## config.mk

```make
export PLATFORM = sky130hd
export DESIGN_NAME = dram_rw_sequencer
export DESIGN_NICKNAME = d
export VERILOG_FILES = /design/src/rtl/dram_rw_sequencer.sv
export SDC_FILE = /design/constraint.sdc
export NUM_CORES = 1
export LEC_CHECK = 0
export BUFFER_PORTS_ARGS = -buffer_cell sky130_fd_sc_hd__buf_2
export CORE_MARGIN = 3
export CORE_UTILIZATION = 46
export DETAILED_ROUTE_END_ITERATION = 8
export GPL_TIMING_DRIVEN = 1
export HOLD_SLACK_MARGIN = 0.1
export PLACE_DENSITY_LB_ADDON = 0.1
export SYNTH_ARGS = -nofsm -noshare
export SYNTH_HDL_FRONTEND = slang
export SYNTH_SLANG_ARGS = --single-unit
```

## constraint.sdc

```tcl
create_clock -name clk -period 5.15 [get_ports clk]
set_input_delay 0.7725 -clock clk [delete_from_list [all_inputs] [get_ports clk]]
set_output_delay 0.7725 -clock clk [all_outputs]
set_load 0.005 [all_outputs]
```

## src/rtl/dram_rw_sequencer.sv

```systemverilog
// dram_rw_sequencer: write/read sequencer for the DRAM test macro.
// It walks N words, addr = base_addr + i and pattern = seed + i. A run is
// write-only, read-only, or write-then-read. Read words stream out over
// a valid/ready port.
// Optional build macro DRAM_SEQ_VERIFY_EN: adds on-chip compare of the
// read pass against the pattern in write-then-read mode (err_cnt).
module dram_rw_sequencer #(
    parameter int DATA_W   = 16,
    parameter int ADDR_W   = 16,
    parameter int CNT_W    = 8,
    parameter int WR_PULSE = 4,
    parameter int SA_DLY   = 3
) (
    input  logic              clk,
    input  logic              rst,
    input  logic              start,
    input  logic [1:0]        mode,
    input  logic [ADDR_W-1:0] base_addr,
    input  logic [CNT_W-1:0]  num_words_m1,
    input  logic [DATA_W-1:0] seed,
    input  logic [DATA_W-1:0] rd_data,
    output logic [ADDR_W-1:0] R_AD,
    output logic [DATA_W-1:0] D_IN,
    output logic              WRI_EN,
    output logic              RD_EN,
    output logic              VSAEN,
    output logic              busy,
    output logic              WT_DONE,
    output logic              RD_DONE,
    output logic              out_valid,
    input  logic              out_ready,
    output logic [DATA_W-1:0] out_data,
    output logic [CNT_W:0]    err_cnt
);

    localparam int TMR_MAX = (WR_PULSE > SA_DLY) ? WR_PULSE : SA_DLY;
    localparam int TMR_W   = $clog2(TMR_MAX + 1);

    typedef enum logic [3:0] {
        IDLE, W_ADDR, W_PULSE, W_GAP, R_ADDR, R_WAIT, R_SENSE, R_OUT, DONE
    } state_t;

    state_t             state, next_state;
    logic               both_q;      // write pass followed by read pass
    logic [ADDR_W-1:0]  base_q;
    logic [CNT_W-1:0]   last_q;      // index of the final word
    logic [DATA_W-1:0]  seed_q;
    logic [CNT_W-1:0]   idx_q, idx_nxt;
    logic [TMR_W-1:0]   tmr_q, tmr_nxt;
    logic               launch, accept, set_wt, set_rd;
    logic [ADDR_W-1:0]  base_sel, addr_nxt;
    logic [DATA_W-1:0]  seed_sel, pat_nxt;
    logic [ADDR_W-1:0]  r_ad_q;
    logic [DATA_W-1:0]  d_in_q;
    logic [DATA_W-1:0]  out_data_q;
    logic               wt_q, rd_q;

    assign launch = (state == IDLE) && start;
    assign accept = (state == R_OUT) && out_ready;

    // On launch the run parameters are not registered yet, so take them
    // straight from the ports when preloading the first word.
    assign base_sel = launch ? base_addr : base_q;
    assign seed_sel = launch ? seed : seed_q;
    assign addr_nxt = base_sel + ADDR_W'(idx_nxt);
    assign pat_nxt  = seed_sel + DATA_W'(idx_nxt);

    assign R_AD     = r_ad_q;
    assign D_IN     = d_in_q;
    assign busy     = (state != IDLE);
    assign WT_DONE  = wt_q;
    assign RD_DONE  = rd_q;
    assign out_data = out_data_q;

    // Next-state, word index, phase timer and strobe decode.
    always_comb begin
        // NOTE: every output of this block gets a default first, so no path leaves one unassigned and no latch is inferred.
        next_state = state;
        idx_nxt    = idx_q;
        tmr_nxt    = '0;
        set_wt     = 1'b0;
        set_rd     = 1'b0;
        WRI_EN     = 1'b0;
        RD_EN      = 1'b0;
        VSAEN      = 1'b0;
        out_valid  = 1'b0;
        case (state)
            IDLE: begin
                if (start) begin
                    idx_nxt    = '0;
                    next_state = (mode == 2'b01) ? R_ADDR : W_ADDR;
                end
            end
            W_ADDR:  next_state = W_PULSE;
            W_PULSE: begin
                WRI_EN = 1'b1;
                if (tmr_q == TMR_W'(WR_PULSE - 1)) next_state = W_GAP;
                else                                tmr_nxt    = tmr_q + 1'b1;
            end
            W_GAP: begin
                if (idx_q == last_q) begin
                    set_wt = 1'b1;
                    if (both_q) begin
                        idx_nxt    = '0;
                        next_state = R_ADDR;
                    end else begin
                        next_state = DONE;
                    end
                end else begin
                    idx_nxt    = idx_q + 1'b1;
                    next_state = W_ADDR;
                end
            end
            R_ADDR:  next_state = R_WAIT;
            R_WAIT: begin
                RD_EN = 1'b1;
                if (tmr_q == TMR_W'(SA_DLY - 1)) next_state = R_SENSE;
                else                              tmr_nxt    = tmr_q + 1'b1;
            end
            R_SENSE: begin
                RD_EN      = 1'b1;
                VSAEN      = 1'b1;
                next_state = R_OUT;
            end
            R_OUT: begin
                out_valid = 1'b1;
                if (accept) begin
                    if (idx_q == last_q) begin
                        set_rd     = 1'b1;
                        next_state = DONE;
                    end else begin
                        idx_nxt    = idx_q + 1'b1;
                        next_state = R_ADDR;
                    end
                end
            end
            DONE:    next_state = IDLE;
            default: next_state = IDLE;
        endcase
    end

    // State, run parameters, macro pin registers and sticky flags.
    always_ff @(posedge clk) begin
        // NOTE: sequential state uses non-blocking assignments so every register samples pre-edge values.
        if (rst) begin
            state      <= IDLE;
            both_q     <= 1'b0;
            base_q     <= '0;
            last_q     <= '0;
            seed_q     <= '0;
            idx_q      <= '0;
            tmr_q      <= '0;
            r_ad_q     <= '0;
            d_in_q     <= '0;
            out_data_q <= '0;
            wt_q       <= 1'b0;
            rd_q       <= 1'b0;
        end else begin
            state <= next_state;
            idx_q <= idx_nxt;
            tmr_q <= tmr_nxt;
            if (launch) begin
                both_q <= mode[1];
                base_q <= base_addr;
                last_q <= num_words_m1;
                seed_q <= seed;
                wt_q   <= 1'b0;
                rd_q   <= 1'b0;
            end
            if (set_wt) wt_q <= 1'b1;
            if (set_rd) rd_q <= 1'b1;
            // Pins change only on entry to an address phase, so they hold between words.
            if (next_state == W_ADDR || next_state == R_ADDR) r_ad_q <= addr_nxt;
            if (next_state == W_ADDR)                         d_in_q <= pat_nxt;
            if (state == R_SENSE)                             out_data_q <= rd_data;
        end
    end

`ifdef DRAM_SEQ_VERIFY_EN
    logic [CNT_W:0]    err_q;
    logic [DATA_W-1:0] pat_cur;

    assign pat_cur = seed_q + DATA_W'(idx_q);
    assign err_cnt = err_q;

    // Saturating mismatch counter, stepped once per accepted read word.
    always_ff @(posedge clk) begin
        if (rst || launch) begin
            err_q <= '0;
        end else if (accept && both_q && (out_data_q != pat_cur) && (err_q != '1)) begin
            err_q <= err_q + 1'b1;
        end
    end
`else
    assign err_cnt = '0;
`endif

endmodule

```

Yosys cells after proc, flatten, opt, wreduce, memory -nomap -nowiden
Index checks and enable logic that the tools add are counted.
{"block": "word_totals", "output_inout_bits": 64, "elab_cells": 68, "latchBits": 0, "reg_bits": 106, "ram_bits": 0, "memories": 0, "mem_bits_ro": 0, "in_bits": 62}
{"block": "classes", "muxes": 31, "n_lt_le_gt_ge": 0, "n_reduce_logical": 8, "eq_ne": 13, "mul": 0, "add_sub_neg": 4, "n_bitwise": 0, "div": 0, "shift": 0}
{"operator": "8-bit two-way mux", "count": 5}
{"operator": "16-bit by 8-bit adder with 16-bit output", "count": 2}
{"operator": "16-bit two-way mux", "count": 2}
{"operator": "4-bit one-hot mux with 8 select lines", "count": 1}
{"operator": "4-bit two-way mux", "count": 7}
{"operator": "8-bit one-hot mux with 3 select lines", "count": 1}
{"operator": "4-bit by 3-bit equality test with 1-bit output, second input constant", "count": 5}
{"operator": "1-bit two-way mux", "count": 11}
{"operator": "3-bit two-way mux", "count": 3}
{"operator": "8-bit by 1-bit adder with 8-bit output, second input constant", "count": 1}
{"operator": "4-bit by 1-bit equality test with 1-bit output, second input constant", "count": 2}
{"operator": "4-bit by 2-bit equality test with 1-bit output, second input constant", "count": 2}
{"operator": "8-bit equality test", "count": 1}
{"operator": "3-bit by 2-bit equality test with 1-bit output, second input constant", "count": 2}
{"operator": "3-bit one-hot mux with 2 select lines", "count": 1}
{"operator": "4-bit logical NOT", "count": 1}
{"operator": "2-bit nonzero test", "count": 2}
{"operator": "4-bit nonzero test", "count": 1}
{"operator": "3-bit by 1-bit adder with 3-bit output, second input constant", "count": 1}
{"operator": "2-bit by 1-bit equality test with 1-bit output, second input constant", "count": 1}
{"operator": "1-bit logical AND", "count": 2}
{"operator": "2-bit OR reduction", "count": 1}
{"operator": "1-bit logical OR", "count": 1}

Depth between registers and ports, before layout
Gate-level depths: netlist of run 1.
{"block": "logic_depth", "word_depth": 6, "depth_mapped": 18, "ltp_nobuf": 14}

Worst setup path after synthesis of run 1
OpenSTA, ideal clock, no wires.
{"block": "synth_path", "path_kind": "input port to flip-flop", "from": "input start", "to": "register r_ad_q[9] (netlist: R_AD[9])", "path_slack_ns": 0.745, "required_ns": 5.090, "path_buffers": 1, "setup_time_ns": 0.060, "t_arrival_ns": 4.344, "path_stages": 13, "path_cell_list": "nor3b_2 -> a32oi_1 -> a311o_1 -> clkbuf_1 -> a22oi_1 -> inv_1 -> ha_1 -> a211oi_1 -> o21bai_1 -> a2111oi_0 -> o31ai_1 -> a2111oi_0 -> a311o_1"}
{"block": "synth_between", "elab_cells_between_ends": 10, "classes_between": "add/sub (1); eq/ne (2); mux (5); reduce/logical (2)"}
{"element": "from (decl)", "line_no": "16", "text": "input logic start,"}
{"element": "8-bit two-way mux", "line_no": "89", "text": "if (start) begin"}
{"element": "8-bit one-hot mux with 3 select lines", "line_no": "87", "text": "case (state)"}
{"element": "via idx_nxt[1]", "line_no": "48", "text": "logic [CNT_W-1:0] idx_q, idx_nxt;"}
{"element": "16-bit by 8-bit adder with 16-bit output", "line_no": "65", "text": "assign addr_nxt = base_sel + ADDR_W'(idx_nxt);"}
{"element": "to (signal assigned)", "line_no": "173", "text": "if (next_state == W_ADDR || next_state == R_ADDR) r_ad_q <= addr_nxt;"}
{"element": "to (decl)", "line_no": "53", "text": "logic [ADDR_W-1:0] r_ad_q;"}
The timed path passes the listed nets, and every way through them passes these cells.
A chain may end at the register's enable or synchronous reset.

Worst setup path after layout of run 1
{"block": "layout_path", "from": "register state[3]", "to": "register r_ad_q[9] (netlist: R_AD[9])"}
{"block": "layout_between", "elab_cells_between_ends": 22, "classes_between": "add/sub (1); eq/ne (9); mux (8); reduce/logical (4)"}
{"element": "from (decl)", "line_no": "43", "text": "state_t state, next_state;"}
{"element": "from (signal assigned)", "line_no": "159", "text": "state <= next_state;"}
{"element": "4-bit by 3-bit equality test with 1-bit output", "line_no": "59, 87"}
{"element": "1-bit logical AND", "line_no": "59", "text": "assign accept = (state == R_OUT) && out_ready;"}
{"element": "8-bit two-way mux", "line_no": "127", "text": "if (accept) begin"}
{"element": "8-bit one-hot mux with 3 select lines (*)", "line_no": "87"}
{"element": "via idx_nxt[2]", "line_no": "48"}
{"element": "16-bit by 8-bit adder with 16-bit output (*)", "line_no": "65"}
The timed path passes the listed nets; every way through them passes the cells marked *.

==> out/results.tsv, run 1 <==
stage	metric	value	unit
outcome	outcome	complete, no violations	
sta	max-slew violation count	0	
logic_synthesis	Yosys reg bits	106	
floorplan	die width	115	µm
clocking	clock root cell	clkbuf_16	
logic_synthesis	syn_area_per_cell	8.06	µm²
setup_path	Critical Path RT	5440	ps
power	VDD IR-drop max	0.153	mV
drt	Initial DRC Count	354	
clocking	H-Tree Depth	3	
logic_synthesis	Synth Cell Area	0.00550	mm²
worst_hold_path	HP Start	out_data[0]	
sta	Final Hold Fails	0	
setup_path	Reg-to-Reg Start	state[3]	
setup_path	Worst setup EP type	register	
clocking	clock-pin slew on the worst setup and hold paths	70	ps
floorplan	Rows	39	
logic_synthesis	Yosys warnings	0	
floorplan	# IOs	126	
clocking	Hold-fix buffers, CTS	0	
clocking	TritonCTS clock tree	built	
sta	Slew @ Worst Pin	1000	ps
drt	met2 WL	7200	µm
floorplan	Die Y	115	µm
sta	TNS Setup	0	ps
logic_synthesis	Post-Syn Instances	682	
clocking	Resized cells post-CTS	0	
global_route	vias in the first global route	4794	
drt	DR DRC count	0	
placed_design	Placed Area	0.00614	mm²
drt	drt total wl	15000	µm
drt	via/cell ratio	5.61	
setup_path	worst reg2reg path depth	13	
global_route	largest net degree at the start of global routing	93	
worst_hold_path	Hold Crit Class	register to register	
drt	First-pass DRT Iterations	5	
global_route	initial antenna violation count	0	
logic_synthesis	Synth async-reset ratio	0	
setup_path	flop2flop setup slack	710	ps
final_layout	Nets	867	
setup_path	Arr. time, crit path	4730	ps
worst_hold_path	worst hold endpoint	out_data[0]	
drt	wire per inst	16.1	µm
floorplan	die area	0.0133	mm²
sta	Rel. slew slack	0.330	
logic_synthesis	Post-synth top flop	dfxtp_1	
sta	Period Utilization, post-route	0.863	
final_layout	layout cells sized above 1	0.193	
drt	wire length on met1	6630	µm
power	pwr dens	315	mW/mm²
clocking	Worst-Skew Late Latency	350	ps
clocking	clk sinks	106	
global_route	Tot GR Track Use	0.226	
logic_synthesis	Synth cell types	63	
sta	Post-Route Skew	8.20	ps
drt	highest metal used	met4	
clocking	cts bufs inserted	9	
worst_hold_path	Hold Crit Depth	2	
sta	RSZ-0062 raised after global routing	no	
drt	Vias	5212	
logic_synthesis	register area share after synthesis	0.386	
sta	fmax	225	MHz
drt	WL met3	903	µm
floorplan	Initial Utilization	0.475	
clocking	setup bufs post-CTS	0	
floorplan	total core area	0.0116	mm²
setup_path	worst setup path class	register to register	
final_layout	Layout area overhead	17.0	%
sta	Tmin final	4440	ps
clocking	maximum clock path buffer count	2	
setup_path	reg2reg end	R_AD[9]	
logic_synthesis	Post-synth EDFFs	0	
placed_design	GP Congestion	0.903	
global_route	GRT overflow	0	
global_route	global-route wire length before repair	23800	µm
setup_path	critical-path maximum fanout	13	
placed_design	Detail Placement HPWL	11200	µm
power	Lkg Pwr	0.00277	µW
sta	final setup vio count	0	
final_layout	# diodes	0	
job	Max-cap violations	0	
placed_design	port bufs	116	
final_layout	Design Area, Final	0.00643	mm²
sta	Hold Slack	453	ps
drt	Routed Antenna Nets	0	
setup_path	crit start category	register	
-- stage by stage --
stage / utilization / cells / setup WS [ps] / power [µW]
after global routing: 0.556 / 929 / 310 / 2130
after global placement: 0.531 / 913 / 699 / 1360
after floorplan: - / 690 / 745 / 1220
final: 0.556 / 929 / 707 / 2020
after CTS: 0.556 / 929 / 802 / 2040
after detailed placement: 0.531 / 913 / 474 / 1360
-- power breakdown --
group	internal (µW)	switching [µW]
combinational	161	272
clock	367	307
sequential	878	39.1
total	1410	618
-- synthesized netlist by cell type (all sizes together), types with 2 or more instances --
cell,n,area (µm²)
nand2,126,473
dfxtp,106,2120
a21oi,75,375
nor2,48,196
clkbuf,29,109
o21ai,29,145
nand3,28,140
ha,22,275
xnor2,19,166
mux2i,17,170
buf,15,103
inv,15,56.3
and3,10,62.6
nand2b,10,62.6
nor3,10,50.1
o211ai,10,75.1
and2,8,50.1
nand4,8,50.1
a211oi,6,45.0
o31a,6,52.6
a21o,5,37.5
a31oi,5,31.3
o41ai,5,51.3
xor2,5,43.8
a311oi,4,35.0
nor2b,4,25.0
nor4,4,25.0
a2111oi,3,26.3
a21boi,3,22.5
a311o,3,30.0
o21a,3,22.5
o221ai,3,26.3
o31ai,3,22.5
or2,3,18.8
or3,3,23.8
a2111o,2,22.5
a211o,2,17.5
and4,2,17.5
fa,2,40.0
mux2,2,22.5
nand3b,2,15.0
o22ai,2,12.5
-- area by class of cell --
class	instances	area (µm²)
Multi-Input combinational cell	524	3140
Sequential cell	106	2120
Tap cell	143	179
Fill cell	1128	5130
Timing Repair Buffer	124	641
Inverter	16	60.1
Clock buffer	12	267
Clock inverter	4	23.8
-- worst max-delay path, stage by stage, from the launching register on --
cell and delay, ps:
dfxtp_1 470, nor2_1 550, nand3_1 180, a21oi_1 470
o2bb2ai_1 160, a31oi_1 190, buf_4 160, ha_1 260
o21ai_0 260, o21bai_1 140, a2111oi_0 580, o31ai_1 310
a2111oi_0 460, a311o_1 180
-- metal layers --
layer	track usage	vias up
met1	0.299	2433
met4	0.0689	0
li1	-	2607
met2	0.373	152
met5	0	-
met3	0.0463	20
-- flip-flops by register name, indices dropped and copies added (netlist names) --
signal and flops:
R_AD 16, both_q 1, state 4, idx_q 8, D_IN 16, last_q 8
RD_DONE 1, WT_DONE 1, out_data 16, base_q 16, tmr_q 3, seed_q 16
-- worst max path at each step --
stage | start | endpoint | slack, ps
final | state[3] | R_AD[9] | 710
after global routing | state[3] | R_AD[9] | 310
after CTS | state[3] | R_AD[9] | 800
after detailed placement | start | R_AD[9] | 470
after global placement | start | R_AD[9] | 700
after floorplan | start | R_AD[9] | 750
-- cells by family (layout without fill, tap and decap cells) --
kind of cell	count (synthesis)	after routing	synth area share
xor+xnor	24	24	0.0383
compound gates	178	178	0.206
flops	106	106	0.386
other cells	1	9	0.000682
simple gates	270	270	0.227
fa+ha+maj	24	24	0.0574
buf+inv	60	156	0.0494
mux	19	19	0.0351
-- placed cells by master (no fill, tap or decap), types with 15 or more instances in the layout --
cell,n
nand2_1,126
buf_2,116
dfxtp_1,106
a21oi_1,75
nor2_1,47
o21ai_0,29
nand3_1,28
ha_1,22
xnor2_1,19
mux2i_1,17
inv_1,15
Note: power is estimated with default switching activity, not from simulation.
==> run 2, diff against run 1 <==
--- a/config.mk
+++ b/config.mk
@@ -5,6 +5,7 @@
 export SDC_FILE = /design/constraint.sdc
 export NUM_CORES = 1
 export LEC_CHECK = 0
+export ABC_AREA = 1
 export BUFFER_PORTS_ARGS = -buffer_cell sky130_fd_sc_hd__buf_2
 export CORE_MARGIN = 3
 export CORE_UTILIZATION = 46
==> constraint.sdc (replaced) <==
create_clock -name clk -period 4.93 [get_ports clk]
set_input_delay 0.7395 -clock clk [delete_from_list [all_inputs] [get_ports clk]]
set_output_delay 0.7395 -clock clk [all_outputs]
set_load 0.005 [all_outputs]
==> run 2 against run 1 <==
Clock skew shrank 2.0 ps. Via count increased by 11%. Clock-buffer cell count decreased by 1. Largest cell class unchanged. Wire length rose by 1.6%. Global-route usage down 1.5 points.
==> out/results.tsv, run 2 <==
stage	metric	value	unit	change
outcome	outcome	complete, no violations		
setup_path	Crit-path slowest cell	nor2_2		
sta	Period Utilization, post-route	0.742		-0.121
clocking	clock-pin slew on the worst setup and hold paths	70	ps	about the same
floorplan	# IOs	126		unchanged
power	pwr dens	364	mW/mm²	+16%
logic_synthesis	synth top area cells	dfxtp_1 (35%), nand2_1 (16%), nor2_1 (9.3%), inv_1 (7.9%), ha_1 (4.5%)		
global_route	largest net degree at the start of global routing	47		-49%
final_layout	non-filler cells, final	1221		+31%
setup_path	worst setup path class	register to register		
placed_design	port bufs	116		unchanged
logic_synthesis	Yosys top cell by area	dfxtp_1		
setup_path	Worst setup EP type	register		
drt	Routed Antenna Nets	0		unchanged
final_layout	layout cells sized above 1	0.169		-0.0247
final_layout	most frequent cells in the layout	nand2_1 (261), nor2_1 (151), inv_1 (128)		
global_route	GRT overflow	0		unchanged
logic_synthesis	count leader, synth	nand2_1		
worst_hold_path	Hold Crit Class	register to register		
worst_hold_path	worst hold endpoint	RD_DONE		
sta	Slew @ Worst Pin	549	ps	-456 ps
setup_path	CP Cell Sequence	nor2_2 -> inv_1 -> nor2_2 -> nand3_1 -> nor2_1 -> o21ai_0 -> nand3_1 -> ha_1 -> inv_1 -> fa_1 -> nand3b_1 -> nand2_1 -> nand2_1 -> nand3_1 -> nand3_1 -> nor2_1 -> nand2_1 -> nand2_1 -> nand2_1 -> nor2_1 -> nor2_1		
sta	Final Hold Fails	0		unchanged
logic_synthesis	Commonest cells post-synth	nand2_1 (261), nor2_1 (151), inv_1 (128), dfxtp_1 (106), a21oi_1 (40)		
job	Max-cap violations	0		unchanged
setup_path	flop2flop setup slack	1270	ps	+560 ps
global_route	initial antenna violation count	0		unchanged
drt	Initial DRC Count	305		-14%
sta	TNS Setup	0	ps	unchanged
logic_synthesis	Yosys reg bits	106		unchanged
setup_path	Critical Path RT	5180	ps	-260 ps
drt	via/cell ratio	4.73		-16%
final_layout	Nets	1130		+30%
drt	drt total wl	15200	µm	+1.6%
worst_hold_path	Hold Crit Depth	2		unchanged
sta	final worst slack	1270	ps	+564 ps
clocking	clk sinks	106		unchanged
sta	Post-Route Skew	6.18	ps	-2.02 ps
final_layout	Layout area overhead	16.1	%	
drt	DR DRC count	0		unchanged
sta	RSZ-0062 raised after global routing	no		
placed_design	GP Congestion	0.890		-1.4%
sta	Rel. slew slack	0.633		+0.303
power	VDD IR-drop max	0.242	mV	+59%
logic_synthesis	Post-synth EDFFs	0		unchanged
floorplan	Die Y	121	µm	+4.8%
floorplan	total core area	0.0128	mm²	+10%
floorplan	Rows	41		+5.1%
logic_synthesis	Synth Cell Area	0.00607	mm²	+10%
placed_design	Detail Placement HPWL	11400	µm	+1.5%
sta	fmax	273	MHz	+21%
logic_synthesis	register area share after synthesis	0.350		-0.0366
sta	Tmin final	3660	ps	-784 ps
clocking	setup bufs post-CTS	0		unchanged
logic_synthesis	Post-synth top flop	dfxtp_1		
logic_synthesis	Synth async-reset ratio	0		unchanged
worst_hold_path	HP Start	RD_DONE		
placed_design	Cells after DPL	1205		+32%
clocking	clock root cell	clkbuf_16		
clocking	Worst-Skew Late Latency	350	ps	about the same
sta	max-slew violation count	0		unchanged
final_layout	# diodes	0		unchanged
global_route	vias in the first global route	5333		+11%
floorplan	die width	121	µm	+4.8%
logic_synthesis	top cell type's share of synthesized area	0.350		-0.0366
power	Lkg Pwr	0.00375	µW	+35%
clocking	Resized cells post-CTS	0		unchanged
setup_path	Arr. time, crit path	3910	ps	-820 ps
setup_path	critical-path maximum fanout	12		-1
setup_path	reg2reg end	R_AD[14]		
placed_design	Place WS	1200	ps	+726 ps
setup_path	worst reg2reg path depth	21		+8
setup_path	crit-path max cell delay	420	ps	-160 ps
logic_synthesis	Post-Syn Instances	942		+38%
clocking	H-Tree Depth	3		unchanged
setup_path	Crit path top cell by count	nand2_1		
sta	final setup vio count	0		unchanged
final_layout	commonest non-fill, non-tap cell in the layout	nand2_1		
drt	wire per inst	12.5	µm	-23%
logic_synthesis	Yosys warnings	0		unchanged
floorplan	Initial Utilization	0.475		about the same
logic_synthesis	syn_area_per_cell	6.44	µm²	-20%
clocking	cts bufs inserted	9		unchanged
drt	First-pass DRT Iterations	5		unchanged
setup_path	crit start category	register		
clocking	TritonCTS clock tree	built		
global_route	global-route wire length before repair	25100	µm	+5.4%
logic_synthesis	Synth cell types	39		-38%
global_route	Tot GR Track Use	0.211		-0.0149
floorplan	die area	0.0146	mm²	+9.9%
clocking	Hold-fix buffers, CTS	0		unchanged
drt	Vias	5780		+11%
clocking	maximum clock path buffer count	2		unchanged
setup_path	Reg-to-Reg Start	state[3]		
-- run 2: final cells by class --
type	instances	area, µm²
sequential	106	2120
multi-input combinational	665	3240
clock buffer	11	243
fill	1332	5720
inverter	139	522
timing repair buffer	123	633
clock inverter	5	77.6
tap	172	215
-- run 2: kinds of logic (layout without fill, tap and decap cells) --
logic type	count (synthesis)	in the layout	synth area share
buf+inv	179	278	0.122
compound gates	109	109	0.100
xor+xnor	18	18	0.0260
fa+ha+maj	24	24	0.0519
flops	106	106	0.350
other cells	1	9	0.000618
simple gates	505	505	0.349
-- run 2: how the worst max path moves through the flow --
stage	start	endpoint	slack, ps	cells past startpoint
after global routing	state[3]	D_IN[10]	870	17
after detailed placement	start	R_AD[14]	1200	20
after CTS	state[3]	R_AD[14]	1290	21
after global placement	out_ready	D_IN[9]	1310	19
after floorplan	start	R_AD[14]	1500	22
final	state[3]	R_AD[14]	1270	21
-- run 2: critical path, delay by kind of cell, from the launching register on --
family | cells | cell delay (ps)
simple gates | 16 | 2320
fa+ha+maj | 2 | 600
flops | 1 | 340
buf+inv | 2 | 190
compound gates | 1 | 100
-- run 2: per-stage QoR --
step / hold slack [ps] / instance area, µm² / power, µW / util
after global placement: 456 / 6730 / 1810 / 0.527
after floorplan: 444 / 6100 / 1600 / -
after CTS: 472 / 7050 / 2600 / 0.552
final: 470 / 7050 / 2570 / 0.552
after detailed placement: 463 / 6730 / 1810 / 0.527
after global routing: 488 / 7050 / 2750 / 0.552
-- run 2: per-layer routing --
| layer | vias to the layer above | share of wire | wire (µm) | track usage |
|---|---|---|---|---|
| met1 | 2512 | 0.47 | 7150 | 0.280 |
| met3 | 26 | 0.054 | 825 | 0.0508 |
| li1 | 3098 | - | - | - |
| met5 | - | 0 | 0 | 0 |
| met4 | 0 | 0.026 | 399 | 0.0715 |
| met2 | 144 | 0.45 | 6860 | 0.338 |
-- run 2: where the power goes --
part	internal, µW	leakage, µW	switching (µW)	total [µW]
sequential	962	0.000869	50.5	1010
combinational	287	0.00273	489	777
clock	458	0.000156	322	780
total	1710	0.00375	862	2570
==> run 3, diff against run 2 <==
==> constraint.sdc (replaced) <==
create_clock -name clk -period 3.7 [get_ports clk]
set_input_delay 0.555 -clock clk [delete_from_list [all_inputs] [get_ports clk]]
set_output_delay 0.555 -clock clk [all_outputs]
set_load 0.005 [all_outputs]
==> run 3 against run 2 <==
Clock skew rose by 2.3 ps. Final area fell by 0.20%. Combinational power rose by 35%. Sequential power rose by 34%. Sequential share of layout area rose by 0.077 points. Flip-flop and latch count did not move. Core utilization fell by 0.11 points. Global-route usage barely moved. Worst setup slack got worse by 950 ps. Fmax rose by 8.4%.
==> out/results.tsv, run 3 (synthesis results as in run 2) <==
stage	metric	value	unit	change
floorplan	Initial Utilization	0.475		unchanged
placed_design	Detail Placement HPWL	11400	µm	+0.66%
clocking	Worst-Skew Late Latency	360	ps	about the same
job	Max-cap violations	0		unchanged
drt	First-pass DRT Iterations	6		+1
sta	max-slew violation count	0		unchanged
placed_design	GP Congestion	0.928		+4.3%
power	Lkg Pwr	0.00375	µW	about the same
final_layout	most frequent cells in the layout	nand2_1 (260), nor2_1 (150), inv_1 (128)		
drt	Vias	5848		+1.2%
clocking	TritonCTS clock tree	built		
placed_design	port bufs	116		unchanged
clocking	maximum clock path buffer count	2		unchanged
setup_path	Arr. time, crit path	3630	ps	-280 ps
sta	RSZ-0062 raised after global routing	no		
sta	fmax	296	MHz	+8.4%
setup_path	worst setup path class	register to register		
drt	Routed Antenna Nets	0		unchanged
setup_path	WP buf/inv	3		+1
placed_design	Place WS	292	ps	-907 ps
sta	Rel. slew slack	0.609		-0.0246
sta	Final Hold Fails	0		unchanged
clocking	H-Tree Depth	3		unchanged
floorplan	die area	0.0146	mm²	unchanged
final_layout	layout cells sized above 1	0.173		+0.00444
global_route	largest net degree at the start of global routing	47		unchanged
power	pwr dens	470	mW/mm²	+29%
power	switching power total	1140	µW	+33%
power	Sw Share	0.346		+0.0110
sta	Tmin final	3380	ps	-283 ps
final_layout	Fill cells	1324		-0.60%
floorplan	Rows	41		unchanged
setup_path	crit-path max cell delay	470	ps	+50 ps
final_layout	Layout area overhead	15.9	%	
final_layout	register area	0.00212	mm²	about the same
setup_path	Worst setup EP type	register		
worst_hold_path	Hold Crit Class	primary input to register		
floorplan	# IOs	126		unchanged
drt	wire per inst	12.4	µm	-0.25%
clocking	clk sinks	106		unchanged
sta	Slew @ Worst Pin	586	ps	+36.9 ps
setup_path	critical-path maximum fanout	11		-1
final_layout	commonest non-fill, non-tap cell in the layout	nand2_1		
global_route	GRT overflow	0		unchanged
setup_path	Critical Path RT	3950	ps	-1230 ps
sta	Post-Route Skew	8.47	ps	+2.29 ps
drt	drt total wl	15200	µm	about the same
clocking	setup bufs post-CTS	0		unchanged
sta	Period Utilization, post-route	0.912		+0.170
drt	DR DRC count	0		unchanged
global_route	vias in the first global route	5363		+0.56%
power	VDD IR-drop max	0.348	mV	+44%
final_layout	Nets	1133		+0.27%
drt	Initial DRC Count	312		+2.3%
power	Clock power frac	0.275		-0.028
setup_path	delay-heaviest family, CP	simple AND/OR/NAND/NOR gates		
setup_path	Crit-path slowest cell	fa_1		
floorplan	die width	121	µm	unchanged
floorplan	Die Y	121	µm	unchanged
global_route	global-route wire length before repair	25000	µm	-0.28%
setup_path	Crit path top cell by count	nand2_1		
sta	final setup vio count	0		unchanged
power	Reg power frac	0.408		+0.014
drt	via/cell ratio	4.78		+1.0%
global_route	Tot GR Track Use	0.211		about the same
power	Pint	2160	µW	+26%
clocking	cts bufs inserted	9		unchanged
sta	TNS Setup	0	ps	unchanged
clocking	clock root cell	clkbuf_16		
global_route	initial antenna violation count	0		unchanged
floorplan	total core area	0.0128	mm²	unchanged
setup_path	crit start category	register		
setup_path	CP Cell Sequence	nor2_2 -> buf_4 -> nand2_1 -> nor2_1 -> inv_1 -> nand3_1 -> nand2_1 -> nand2_1 -> inv_1 -> fa_1 -> nand3b_1 -> nand2_1 -> nand2_1 -> nand3_1 -> nand3_1 -> nor2_2 -> nand2_1 -> nand2_1 -> nand2_1 -> nor2_1 -> nor2_1		
final_layout	# diodes	0		unchanged
sta	final worst slack	324	ps	-947 ps
clocking	clock-pin slew on the worst setup and hold paths	70	ps	about the same
outcome	outcome	complete, no violations		
final_layout	multi-input logic area	0.00325	mm²	+0.31%
power	Logic pwr share	0.317		+0.015
run 3: cell types whose count changed in the layout (fill, tap and decap cells not counted), sizes merged:
| cell | previous run | this run |
|---|---|---|
| buf | 123 | 126 |
| bufinv | 2 | 0 |
| clkbuf | 11 | 13 |
| clkinv | 4 | 3 |
run 3: worst register-to-register path, stage by stage (launching register included):
cell and delay, ps:
dfxtp_1 340, nor2_2 130, buf_4 200, nand2_1 110, nor2_1 300, inv_1 170
nand3_1 110, nand2_1 50, nand2_1 150, inv_1 120, fa_1 470, nand3b_1 170
nand2_1 130, nand2_1 60, nand3_1 120, nand3_1 160, nor2_2 170, nand2_1 60
nand2_1 50, nand2_1 50, nor2_1 80, nor2_1 50
run 3: what timing repair did:
item                                    in CTS  in global routing
hold buffers                                 0                  0
resized for setup                            0                  5
endpoints found under the setup margin       0                  6
run 3: worst paths after layout:
kind                   start           to  slack (ps)  cells after the start
hold reg to reg      WT_DONE      WT_DONE         470                      2
hold / removal    rd_data[8]  out_data[8]         460                      3
setup / recovery    state[3]     R_AD[14]         320                     21
setup reg to reg    state[3]     R_AD[14]         320                     21
run 3: cell type report:
class | count | share of cell area
clock buffer | 13 | 0.0370
clock inverter | 2 | 0.00178
timing repair buffer | 126 | 0.0932
inverter | 139 | 0.0742
sequential | 106 | 0.302
tap | 172 | 0.0306
multi-input combinational | 665 | 0.461
run 3: per-layer routing:
metal  vias to the layer above  routed length (µm)  global-route usage
met3                        16                 889              0.0583
met4                         0                 219              0.0482
met2                       147                7010               0.354
li1                       3092                   -                   -
met1                      2593                7100               0.271
met5                         -                   0                   0
run 3: power by group through the flow:
stage	sequential [µW]	clock [µW]	combinational [µW]
2_1_floorplan	1370	0	758
3_3_place_gp	1370	0	1040
3_5_place_dp	1370	0	1040
4_1_cts	1350	938	1050
5_1_grt	1360	975	1200
6_report	1350	910	1050
run 3: stage by stage:
step           cell area [µm²]   util  power [µW]  hold slack (ps)  instances
6_report                  7040  0.551        3300              456       1223
5_1_grt                   7040  0.551        3540              464       1223
4_1_cts                   7020  0.550        3340              442       1223
3_5_place_dp              6750  0.529        2420              459       1208
3_3_place_gp              6750  0.529        2410              457       1208
2_1_floorplan             6100      -        2130              444        950
